===== src/rtl/tc_pkg.sv =====
// Shared types and helpers for the operand two's-complement stage.
package tc_pkg;

    typedef enum logic [1:0] {
        OP_MUL    = 2'b00,
        OP_MULH   = 2'b01,
        OP_MULHU  = 2'b10,
        OP_MULHSU = 2'b11
    } opcode_e;

    typedef enum logic [1:0] {
        PREC_8  = 2'b00,
        PREC_16 = 2'b01,
        PREC_32 = 2'b10,
        PREC_64 = 2'b11
    } precision_e;

    localparam int unsigned DATA_W_DEFAULT = 32;

    localparam logic SEL_A = 1'b0;
    localparam logic SEL_B = 1'b1;

    // A is signed for every opcode except mulhu; B only for mul and mulh.
    function automatic logic is_signed(opcode_e opcode, logic operand_sel);
        if (operand_sel == SEL_A) begin
            return opcode != OP_MULHU;
        end
        return (opcode == OP_MUL) || (opcode == OP_MULH);
    endfunction

    // 64-bit precision on a 32-bit datapath falls back to byte elements.
    function automatic int unsigned lanes_per_elem(precision_e prec, int unsigned data_w);
        case (prec)
            PREC_8:  return 1;
            PREC_16: return 2;
            PREC_32: return 4;
            default: return (data_w == 64) ? 8 : 1;
        endcase
    endfunction

endpackage


===== src/rtl/tc_seg_negate.sv =====
// Segmented conditional two's-complement negate of one packed operand.
module tc_seg_negate
    import tc_pkg::*;
#(
    parameter int unsigned DATA_W = DATA_W_DEFAULT
) (
    input  logic [DATA_W-1:0]   data,
    input  logic [1:0]          precision,
    input  logic                sign_en,
    output logic [DATA_W-1:0]   mag,
    output logic [DATA_W/8-1:0] mask
);

    localparam int unsigned NB = DATA_W / 8;

    int unsigned   lpe;
    int unsigned   top;
    logic [7:0]    top_byte;
    logic          neg;
    logic          first;
    logic [NB:0]   carry;

    // Carry is re-seeded at the first lane of every element so it never crosses a boundary.
    always_comb begin
        lpe      = lanes_per_elem(precision_e'(precision), DATA_W);
        top      = 0;
        top_byte = '0;
        neg      = 1'b0;
        first    = 1'b0;
        carry    = '0;
        mag      = '0;
        mask     = '0;
        for (int unsigned l = 0; l < NB; l++) begin
            top      = l | (lpe - 1);
            top_byte = data[top*8 +: 8];
            neg      = sign_en && top_byte[7];
            first    = (l & (lpe - 1)) == 0;
            {carry[l+1], mag[l*8 +: 8]} = {1'b0, data[l*8 +: 8] ^ {8{neg}}}
                                        + {8'd0, first ? neg : carry[l]};
            mask[l]  = neg;
        end
    end

endmodule


===== src/rtl/operand_tc_stage.sv =====
// Operand sign-magnitude stage: per-element magnitudes and negate flags, registered with a skid buffer.
module operand_tc_stage
    import tc_pkg::*;
#(
    parameter int unsigned DATA_W = DATA_W_DEFAULT
) (
    input  logic                clk,
    input  logic                rst,
    input  logic                in_valid,
    output logic                in_ready,
    input  logic [1:0]          opcode,
    input  logic [1:0]          precision,
    input  logic [DATA_W-1:0]   operand_a,
    input  logic [DATA_W-1:0]   operand_b,
    output logic                out_valid,
    input  logic                out_ready,
    output logic [DATA_W-1:0]   mag_a,
    output logic [DATA_W-1:0]   mag_b,
    output logic [DATA_W/8-1:0] neg_a,
    output logic [DATA_W/8-1:0] neg_b,
    output logic [DATA_W/8-1:0] neg_res,
    output logic [1:0]          out_prec,
    output logic [1:0]          out_opcode
);

    localparam int unsigned NB = DATA_W / 8;

    typedef struct packed {
        logic [DATA_W-1:0] mag_a;
        logic [DATA_W-1:0] mag_b;
        logic [NB-1:0]     neg_a;
        logic [NB-1:0]     neg_b;
        logic [NB-1:0]     neg_res;
        logic [1:0]        prec;
        logic [1:0]        opcode;
    } beat_t;

    // S_SKID means the output register and the skid buffer are both occupied.
    typedef enum logic [1:0] {
        S_EMPTY = 2'b00,
        S_FULL  = 2'b01,
        S_SKID  = 2'b10
    } state_e;

    state_e            state;
    state_e            state_next;
    beat_t             beat_in;
    beat_t             out_reg;
    beat_t             skid_reg;
    logic              sign_a;
    logic              sign_b;
    logic [DATA_W-1:0] mag_a_c;
    logic [DATA_W-1:0] mag_b_c;
    logic [NB-1:0]     neg_a_c;
    logic [NB-1:0]     neg_b_c;
    logic              in_acc;
    logic              out_acc;

    assign sign_a  = is_signed(opcode_e'(opcode), SEL_A);
    assign sign_b  = is_signed(opcode_e'(opcode), SEL_B);
    assign in_acc  = in_valid && in_ready;
    assign out_acc = out_valid && out_ready;

    tc_seg_negate #(.DATA_W(DATA_W)) u_neg_a (
        .data      (operand_a),
        .precision (precision),
        .sign_en   (sign_a),
        .mag       (mag_a_c),
        .mask      (neg_a_c)
    );

    tc_seg_negate #(.DATA_W(DATA_W)) u_neg_b (
        .data      (operand_b),
        .precision (precision),
        .sign_en   (sign_b),
        .mag       (mag_b_c),
        .mask      (neg_b_c)
    );

    always_comb begin
        beat_in         = '0;
        beat_in.mag_a   = mag_a_c;
        beat_in.mag_b   = mag_b_c;
        beat_in.neg_a   = neg_a_c;
        beat_in.neg_b   = neg_b_c;
        beat_in.neg_res = neg_a_c ^ neg_b_c;
        beat_in.prec    = precision;
        beat_in.opcode  = opcode;
    end

    always_comb begin
        state_next = state;
        case (state)
            S_EMPTY: if (in_acc) state_next = S_FULL;
            S_FULL: begin
                if (in_acc && !out_acc)      state_next = S_SKID;
                else if (out_acc && !in_acc) state_next = S_EMPTY;
            end
            S_SKID:  if (out_acc) state_next = S_FULL;
            default: state_next = S_EMPTY;
        endcase
    end

    // Handshake flags are registered from the next state so in_ready never sees out_ready combinationally.
    always_ff @(posedge clk or posedge rst) begin
        if (rst) begin
            state     <= S_EMPTY;
            out_reg   <= '0;
            skid_reg  <= '0;
            out_valid <= 1'b0;
            in_ready  <= 1'b0;
        end else begin
            state     <= state_next;
            out_valid <= state_next != S_EMPTY;
            in_ready  <= state_next != S_SKID;
            case (state)
                S_EMPTY: if (in_acc) out_reg <= beat_in;
                S_FULL: begin
                    if (in_acc && out_acc) out_reg  <= beat_in;
                    else if (in_acc)       skid_reg <= beat_in;
                end
                S_SKID:  if (out_acc) out_reg <= skid_reg;
                default: ;
            endcase
        end
    end

    assign mag_a      = out_reg.mag_a;
    assign mag_b      = out_reg.mag_b;
    assign neg_a      = out_reg.neg_a;
    assign neg_b      = out_reg.neg_b;
    assign neg_res    = out_reg.neg_res;
    assign out_prec   = out_reg.prec;
    assign out_opcode = out_reg.opcode;

endmodule


===== config.mk =====
export PLATFORM = sky130hd
export DESIGN_NAME = operand_tc_stage
export DESIGN_NICKNAME = d
export VERILOG_FILES = /design/src/rtl/tc_pkg.sv /design/src/rtl/tc_seg_negate.sv /design/src/rtl/operand_tc_stage.sv
export SDC_FILE = /design/constraint.sdc
export NUM_CORES = 1
export LEC_CHECK = 0
export ABC_AREA = 1
export BUFFER_PORTS_ARGS = -buffer_cell sky130_fd_sc_hd__clkbuf_2
export CORE_ASPECT_RATIO = 1.2
export CORE_MARGIN = 2
export CORE_UTILIZATION = 25
export CTS_BUF_LIST = sky130_fd_sc_hd__clkbuf_8 sky130_fd_sc_hd__clkbuf_16
export CTS_CLUSTER_DIAMETER = 200
export DETAILED_ROUTE_END_ITERATION = 7
export GPL_TIMING_DRIVEN = 0
export PLACE_DENSITY = 0.49
export SYNTH_ARGS = -nofsm -noshare
export SYNTH_HDL_FRONTEND = slang
export SYNTH_SLANG_ARGS = --single-unit

===== constraint.sdc =====
create_clock -name clk -period 6.7 [get_ports clk]
set_input_delay 1.005 -clock clk [delete_from_list [all_inputs] [get_ports clk]]
set_output_delay 1.005 -clock clk [all_outputs]
set_load 0.01 [all_outputs]

==> flow_summary.ini, run 1 <==
[clock_tree]
clock_latency_ns = 0.46
cts_num_sinks = 164
cts_max_level = 4
cts_tree = built
clockBufferDepth = 2
cts_root_buffer = clkbuf_16
cts_buffers = 17
clkTransAtPathRegs_ns = 0.07
postCtsSetupBuffers = 0

[logic_synthesis]
synth_seq_cells = 164
synth_nets = 1328
synth.most_common_cell = nand2_1
yosys_warnings = 0
synthesis.area_sq_mm = 0.009663
yosysTopAreaCellShare_pct = 42.47
synthAdderAreaFrac_pct = 2.460
ys.flop_type = dfrtp_1
syn_area_per_cell_sq_um = 7.812
synth-compound-area-share_pct = 10.44
synth.distinct_cells = 40
muxShareOfSynthArea_pct = 0
synth_top_area_cell = dfrtp_1
synth_common_cells = 400 x nand2_1, 164 x dfrtp_1, 126 x nor2_1
async_reset_ff_share_pct = 100.0
yosysSeqAreaShare_pct = 42.47
yosys.area_share.simple_pct = 29.30
synth_top_family_by_area = simple AND/OR/NAND/NOR gates
synthCells = 1237
synth-xor-area-share_pct = 8.429
synth_edf_count = 0
synth_top_cells_by_area = dfrtp_1 42%, nand2_1 16%, nor2_1 4.9%, nand3_1 3.5%, inv_1 3.4%

[die]
core_area_sq_mm = 0.03796
rows = 78
initial_core_util_pct = 25.45
die_area_sq_mm = 0.04025
die_h_um = 219.4
pin_count = 154
die_w_um = 183.5

[flow_run]
drv_cap = 0

[hold_path]
hold_class = register to register

[place]
gp_congestion = 0.8806
place_hpwl_um = 26290
placedCellCount = 1871
pre_cts_slack_ns = 0.05676
portBuffers = 153

[worst_setup_path]
worstSetupPathType = primary input to register
cp_slowest_cell = ha_1
crit_path_start_kind = primary input
max_stage_delay_ns = 0.45
crit_fanout = 10
cp.required_ns = 7.05
critical-path-top-delay-family = simple AND/OR/NAND/NOR gates
crit_path_frequent_cell = ha_1
path_buf_inv = 7
arrival_ns = 6.43
worst_setup_path_end_kind = register

[power_and_ir_drop]
seqPwrFrac_pct = 35.0
p_int_uw = 2783
clkPwrFrac_pct = 19.1
p_per_area_mw_per_mm2 = 432.3
power.switching_uw = 2247
p_comb_share_pct = 45.9
vdd_drop_max_mv = 0.2356
p_leak_uw = 0.005863
switching_share_pct = 44.68

[timing]
timing.final.crit_share_pct = 90.81
rsz0062_at_grt = no
drv_slew = 0
hold_viol_final = 0
finalClockSkew_ns = 0.009647
holdWs_ns = 0.4775
period_minus_slack_ns = 6.085
setup_violations = 0
fin_ws_ns = 0.6154
worst-slew-pin-transition_ns = 0.9484
fmax_mhz = 164.4
max-slew-margin-rel_pct = 36.78

[drt]
met2_length_um = 16240
ant_nets = 0
route.detailed.drc = 0
wl_met3_um = 1742
met1Wirelength_um = 15620
wl_per_cell_um = 18.36
top_layer_used = met4
drtIter0Drc = 769
routed_via_density = 4.591
wl_um = 34970
firstDrtPassIters = 5
vias = 8742

[final_layout]
largest_register_ffs = 80
layoutNonFillerInstCount = 1904
layout-drive-gt1-share_pct = 19.96
area_delta_synth_final_pct = 20.39
fin_nets = 1501

[status]
outcome = finished clean

[grt]
antenna_found_initial = 0
grt_max_degree = 107
grt_pass1_wl_um = 53340
grt_usage_pct = 17.96
grt_overflow_total = 0
grt_pass1_vias = 8699
==> routing by layer <==
metal | global-route usage (%) | up-vias
met5 | 0 | -
met4 | 8.720 | 0
met3 | 3.601 | 57
met2 | 28.70 | 228
met1 | 23.14 | 4150
li1 | - | 4307
==> power groups by stage <==
| stage | sequential (uW) | clock [uW] | combinational [uW] |
|---|---|---|---|
| finish | 1760 | 961 | 2310 |
| global route | 1810 | 1020 | 2610 |
| CTS | 1760 | 984 | 2350 |
| detailed placement | 1770 | 0 | 2340 |
| global placement | 1760 | 0 | 2320 |
| floorplan | 1820 | 0 | 1310 |
==> metrics by stage <==
stage,total power (uW),util [%],cell area [sq um],TNS [ns]
4_1_cts,5096,30.62,11630,0
5_1_grt,5437,30.64,11630,0
3_3_place_gp,4083,29.05,11030,-193.49
2_1_floorplan,3126,-,9663,0
6_report,5030,30.64,11630,0
3_5_place_dp,4112,29.14,11060,0
==> cell type report <==
type	instances	area, sq um
Antenna cell	1	2.502
Buffer	59	314.1
Clock buffer	19	452.9
Clock inverter	13	108.9
Fill cell	4061	26330
Inverter	94	360.3
Multi-Input combinational cell	920	4897
Sequential cell	164	4104
Tap cell	480	600.6
Timing Repair Buffer	154	793.3
==> placed cells by master (no fill, tap or decap), types with 2 or more instances in the layout <==
master and count:
nand2_1 400, dfrtp_1 164, clkbuf_2 153, nor2_1 126, inv_1 88, nand3_1 68
o21ai_0 57, a21oi_1 47, a31oi_1 42, clkbuf_1 38, xnor2_1 21, ha_1 19
clkbuf_16 17, o21a_1 14, xor2_1 14, nand4_1 14, o21ai_1 14, nor2_2 13
nand2_2 12, xnor2_2 11, buf_2 10, xnor2_4 9, buf_6 8, inv_2 6
nand3_2 6, nand2_4 5, nor2_4 5, xor2_2 5, clkinvlp_4 5, and2_1 4
o22ai_1 4, clkinv_2 4, nand3b_1 2, clkbuf_8 2
==> kinds of logic (layout without fill, tap and decap cells) <==
| kind of cell | after synthesis | count (layout) |
|---|---|---|
| AOI/OAI and AO/OA | 181 | 181 |
| DFF | 164 | 164 |
| xor gates and xnor gates | 60 | 60 |
| buffers and inverters | 153 | 339 |
| adders and majority gates | 19 | 19 |
| and+or+nand+nor | 660 | 660 |
| other | 0 | 1 |
==> worst min-delay path, cell delays in order (launching register included) <==
cell     delay (ns)
dfrtp_1        0.34
nand2_1        0.05
nand2_1        0.06
==> final timing paths <==
kind                           endpoint  slack (ns)          from  cells past startpoint
max                           mag_a[29]        0.62  precision[0]                     36
min reg2reg                skid_reg[52]        0.48  skid_reg[52]                      2
min                        skid_reg[52]        0.48  skid_reg[52]                      2
max reg2reg                    mag_a[9]        4.12      state[1]                      8
max in group asynchronous     mag_a[20]        5.20           rst                      3
min in group asynchronous     mag_b[19]        0.57           rst                      2
==> repair_timing <==
| item | 4_1_cts | 5_1_grt |
|---|---|---|
| setup endpoints to repair | 0 | 7 |
| gates resized for setup | 0 | 1 |
| hold buffers | 0 | 0 |
Power figures use the tool's default switching activity.
==> run 2: changes to the inputs <==
CORE_UTILIZATION = 58   (was 25)
PLACE_DENSITY = 0.88   (was 0.49)
==> run 2 against run 1 <==
Against the previous run: clock skew shrank 0.0012 ns; non-clock buffer count did not move; flip-flop and latch count stayed put; via count increased by 7.5%; routed wire length fell by 17%; critical path depth unchanged; final area is 2.3% lower; largest power group unchanged; power up 1.4%; register-to-register slack gained 0.11 ns; fmax shrank 0.80%; worst hold slack gained 0.0017 ns.
==> flow_summary.ini, run 2 (synthesis results as in run 1) <==
[status]
outcome = finished clean

[drt]
ant_nets = 0
route.detailed.drc = 0
vias = 9401
wl_um = 29190
firstDrtPassIters = 7
routed_via_density = 5.750
drtIter0Drc = 1107
wl_per_cell_um = 17.85

[final_layout]
largest_register_ffs = 80
diodes = 0
layout_common_cells = 400 x nand2_1, 164 x dfrtp_1, 153 x clkbuf_2
nFillCells = 1274
layoutNonFillerInstCount = 1635
final_common_cell = nand2_1
area_delta_synth_final_pct = 17.65
fin_nets = 1501
stdcell_area_sq_mm = 0.01137
layout-drive-gt1-share_pct = 19.96
fin_util_pct = 69.87

[worst_setup_path]
arrival_ns = 6.47
crit_path_frequent_cell = ha_1
critical-path-top-delay-family = simple AND/OR/NAND/NOR gates
cp.required_ns = 7.03
path_buf_inv = 7
crit_path_start_kind = primary input
worstSetupPathType = primary input to register
rrSetupSlack_ns = 4.23
crit_fanout = 10
cp_slowest_cell = ha_1
max_stage_delay_ns = 0.47
worst_setup_path_end_kind = register

[power_and_ir_drop]
vdd_drop_max_mv = 0.2366
p_per_area_mw_per_mm2 = 448.4
p_leak_uw = 0.005909

[timing]
timing.final.crit_share_pct = 91.55
max-slew-margin-rel_pct = 45.25
setup_violations = 0
fmax_mhz = 163.0
period_minus_slack_ns = 6.134
hold_viol_final = 0
drv_slew = 0
finalClockSkew_ns = 0.008415
worst-slew-pin-transition_ns = 0.8213
setup_tns_ns = 0
rsz0062_at_grt = no

[grt]
grt_pass1_vias = 8926
antenna_found_initial = 0
met3_usage_pct = 6.191
grt.busiest_layer = met2
grt_overflow_total = 0
grt_usage_pct = 33.51
met1_usage_pct = 43.01
grtUsageMet2_pct = 52.49
grt_max_degree = 120
grt_pass1_wl_um = 45430

[die]
die_h_um = 145.4
rows = 51
die_w_um = 121.8
initial_core_util_pct = 59.38
pin_count = 154
core_area_sq_mm = 0.01627
die_area_sq_mm = 0.01771

[clock_tree]
cts_root_buffer = clkbuf_16
cts_max_level = 4
cts_tree = built
clock_latency_ns = 0.45
clockBufferDepth = 2
cts_buffers = 17
cts_num_sinks = 164
clkTransAtPathRegs_ns = 0.06

[hold_path]
hold_class = register to register

[place]
gp_congestion = 0.9969
place_hpwl_um = 21050
post_dp_cell_area_sq_mm = 0.01073
placedCellCount = 1603
portBuffers = 153

[flow_run]
drv_cap = 0
-- run 2: timing repair --
action                                  CTS  global route
endpoints found under the setup margin    0             1
hold buffers                              0             0
buffers inserted                          0             0
resized for setup                         0             1
-- run 2: final timing paths --
| check | cells after the start | to | start |
|---|---|---|---|
| worst max-delay path | 36 | mag_a[29] | precision[0] |
| worst min-delay path | 2 | mag_a[31] | mag_a[31] |
| worst max register to register | 9 | mag_b[5] | state[1] |
| worst min register to register | 2 | mag_a[31] | mag_a[31] |
| max in group asynchronous | 3 | mag_a[26] | rst |
| min in group asynchronous | 2 | mag_b[18] | rst |
-- run 2: tightest hold or removal path: cells and delay by family (launching register included) --
kind             cells  cell delay [ns]
flip-flops           1             0.34
AND/OR/NAND/NOR      2             0.10
-- run 2: cell type report --
cell class / instances / area [sq um] / area share (%)
repair buffers: 154 / 793.3 / 6.978
clock inverters: 13 / 181.4 / 1.596
well taps: 212 / 265.3 / 2.333
multi-input cells: 920 / 4897 / 43.08
flip-flops and latches: 164 / 4104 / 36.10
inverters: 94 / 360.3 / 3.170
clock buffers: 19 / 452.9 / 3.984
plain buffers: 59 / 314.1 / 2.762
-- run 2: metal layers --
layer | vias up | routed length [um]
met1 | 4348 | 11030
met2 | 626 | 13630
met3 | 130 | 2744
met4 | 0 | 1785
met5 | - | 0
li1 | 4297 | -
-- run 2: per-stage QoR --
stage	power (uW)	worst slack [ns]	hold WS [ns]
finish	5098	0.5664	0.4792
global route	5392	0.1547	0.4983
CTS	5042	0.5867	0.4814
detailed placement	3964	0.1656	0.4646
global placement	3869	-0.4966	0.4614
floorplan	3126	1.262	0.4439
-- run 2: where the power goes --
part           switching, uW  internal, uW  total [uW]
sequential               284          1480        1770
combinational           1490           773        2260
clock                    425           643        1070
==> run 3: changes to the inputs <==
CTS_BUF_LIST = not set   (was sky130_fd_sc_hd__clkbuf_8 sky130_fd_sc_hd__clkbuf_16)
==> run 3 against run 2 <==
Against the previous run: sequential share of layout area stayed put; clock-buffer cell count is 1 higher; global-route usage stayed put; register-to-register slack hardly changed; final area stayed put; worst hold slack hardly changed; fmax is 0.21% higher; clock power hardly changed; worst setup slack better by 0.013 ns; flip-flop and latch count stayed put; core utilization stayed put; die area stayed put; critical path type unchanged; critical endpoint unchanged; highest routed layer unchanged.
==> flow_summary.ini, run 3 (synthesis results as in run 1) <==
[status]
outcome = finished clean

[worst_setup_path]
worstSetupPathType = primary input to register
crit_path_frequent_cell = ha_1
critical-path-top-delay-family = simple AND/OR/NAND/NOR gates
rr_worst_depth = 9
max_stage_delay_ns = 0.47
r2r_start = state[1]
cp.required_ns = 7.03
r2r-end = mag_b[5]
arrival_ns = 6.45
path_buf_inv = 7
rrSetupSlack_ns = 4.24
worst_setup_path_end_kind = register
crit_fanout = 10
cp_slowest_cell = ha_1
crit_path_start_kind = primary input

[drt]
firstDrtPassIters = 6
wl_per_cell_um = 17.83
ant_nets = 0
vias = 9408
routed_via_density = 5.754
drtIter0Drc = 1107
wl_um = 29150
route.detailed.drc = 0

[flow_run]
drv_cap = 0

[hold_path]
hold_depth = 2
hold_class = register to register
holdPathEnd = mag_a[31]
worstHoldStart = mag_a[31]

[final_layout]
diodes = 0
area_delta_synth_final_pct = 17.65
layoutNonFillerInstCount = 1635
final_common_cell = nand2_1
fin_nets = 1501
regArea_sq_mm = 0.004104
layout-drive-gt1-share_pct = 19.96
stdcell_area_sq_mm = 0.01137
layout_common_cells = 400 x nand2_1, 164 x dfrtp_1, 153 x clkbuf_2
multiInputGateArea_sq_mm = 0.004897
largest_register_ffs = 80
nFillCells = 1274

[power_and_ir_drop]
vdd_drop_max_mv = 0.2363
p_per_area_mw_per_mm2 = 448.1
power_uw = 5094
p_int_uw = 2899
clkPwrFrac_pct = 21.0
p_comb_share_pct = 44.3
seqPwrFrac_pct = 34.7
p_leak_uw = 0.005905
power.switching_uw = 2195
switching_share_pct = 43.08

[grt]
grt_pass1_vias = 8926
grt_max_degree = 120
grt_usage_pct = 33.51
grt_pass1_wl_um = 45430
antenna_found_initial = 0
grt_overflow_total = 0

[timing]
worst-slew-pin-transition_ns = 0.8214
holdWs_ns = 0.4792
rsz0062_at_grt = no
timing.final.crit_share_pct = 91.36
setup_violations = 0
period_minus_slack_ns = 6.121
fmax_mhz = 163.4
setup_tns_ns = 0
drv_slew = 0
max-slew-margin-rel_pct = 45.24
finalClockSkew_ns = 0.008949
hold_viol_final = 0

[place]
gp_congestion = 0.9969
post_dp_cell_area_sq_mm = 0.01073
placedCellCount = 1603
portBuffers = 153
place_hpwl_um = 21050

[clock_tree]
clockBufferDepth = 2
ctsResizeCount = 0
cts_max_level = 4
cts_tree = built
cts_buffers = 17
clkTransAtPathRegs_ns = 0.06
cts_root_buffer = clkbuf_16
cts_hold_buf = 0
clock_latency_ns = 0.44
postCtsSetupBuffers = 0
cts_num_sinks = 164

[die]
rows = 51
die_h_um = 145.4
die_w_um = 121.8
pin_count = 154
core_area_sq_mm = 0.01627
initial_core_util_pct = 59.38
die_area_sq_mm = 0.01771
run 3: through the flow:
stage / worst slack (ns) / util [%]
floorplan: 1.262 / -
global route: 0.1547 / 69.87
global placement: -0.4966 / 65.72
detailed placement: 0.1656 / 65.94
finish: 0.5791 / 69.87
CTS: 0.5867 / 69.83
run 3: layout make-up:
type	count	share of cell area, %
well taps	212	2.333
clock buffers	20	4.017
flip-flops and latches	164	36.10
plain buffers	59	2.762
inverters	94	3.170
clock inverters	12	1.563
repair buffers	154	6.978
multi-input cells	920	43.08
run 3: tightest hold or removal path, stage by stage, from the launching register on:
cell and delay, ns:
dfrtp_1 0.34, nand2_1 0.05, nand2_1 0.05
run 3: power by group through the flow:
stage	Clock, uW	Sequential, uW	Combinational (uW)
floorplan	0	1820	1310
global route	1100	1810	2480
global placement	0	1750	2120
detailed placement	0	1770	2200
finish	1070	1770	2260
CTS	1060	1760	2220
run 3: how the worst max path moves through the flow:
stage,from,to,slack [ns],cells after the start
2_1_floorplan,rst,in_ready,1.26,1
3_3_place_gp,rst,mag_a[11],-0.50,2
3_5_place_dp,precision[0],mag_a[29],0.17,36
4_1_cts,precision[0],mag_a[29],0.59,36
5_1_grt,precision[0],mag_a[29],0.15,36
6_report,precision[0],mag_a[29],0.58,36
run 3: metal layers:
layer  vias to the layer above  track usage (%)  part of all wire [%]
li1                       4296                -                     -
met1                      4362            43.01                    38
met2                       623            52.49                    47
met3                       127            6.191                   9.7
met4                         0            20.29                   6.1
met5                         -                0                     0
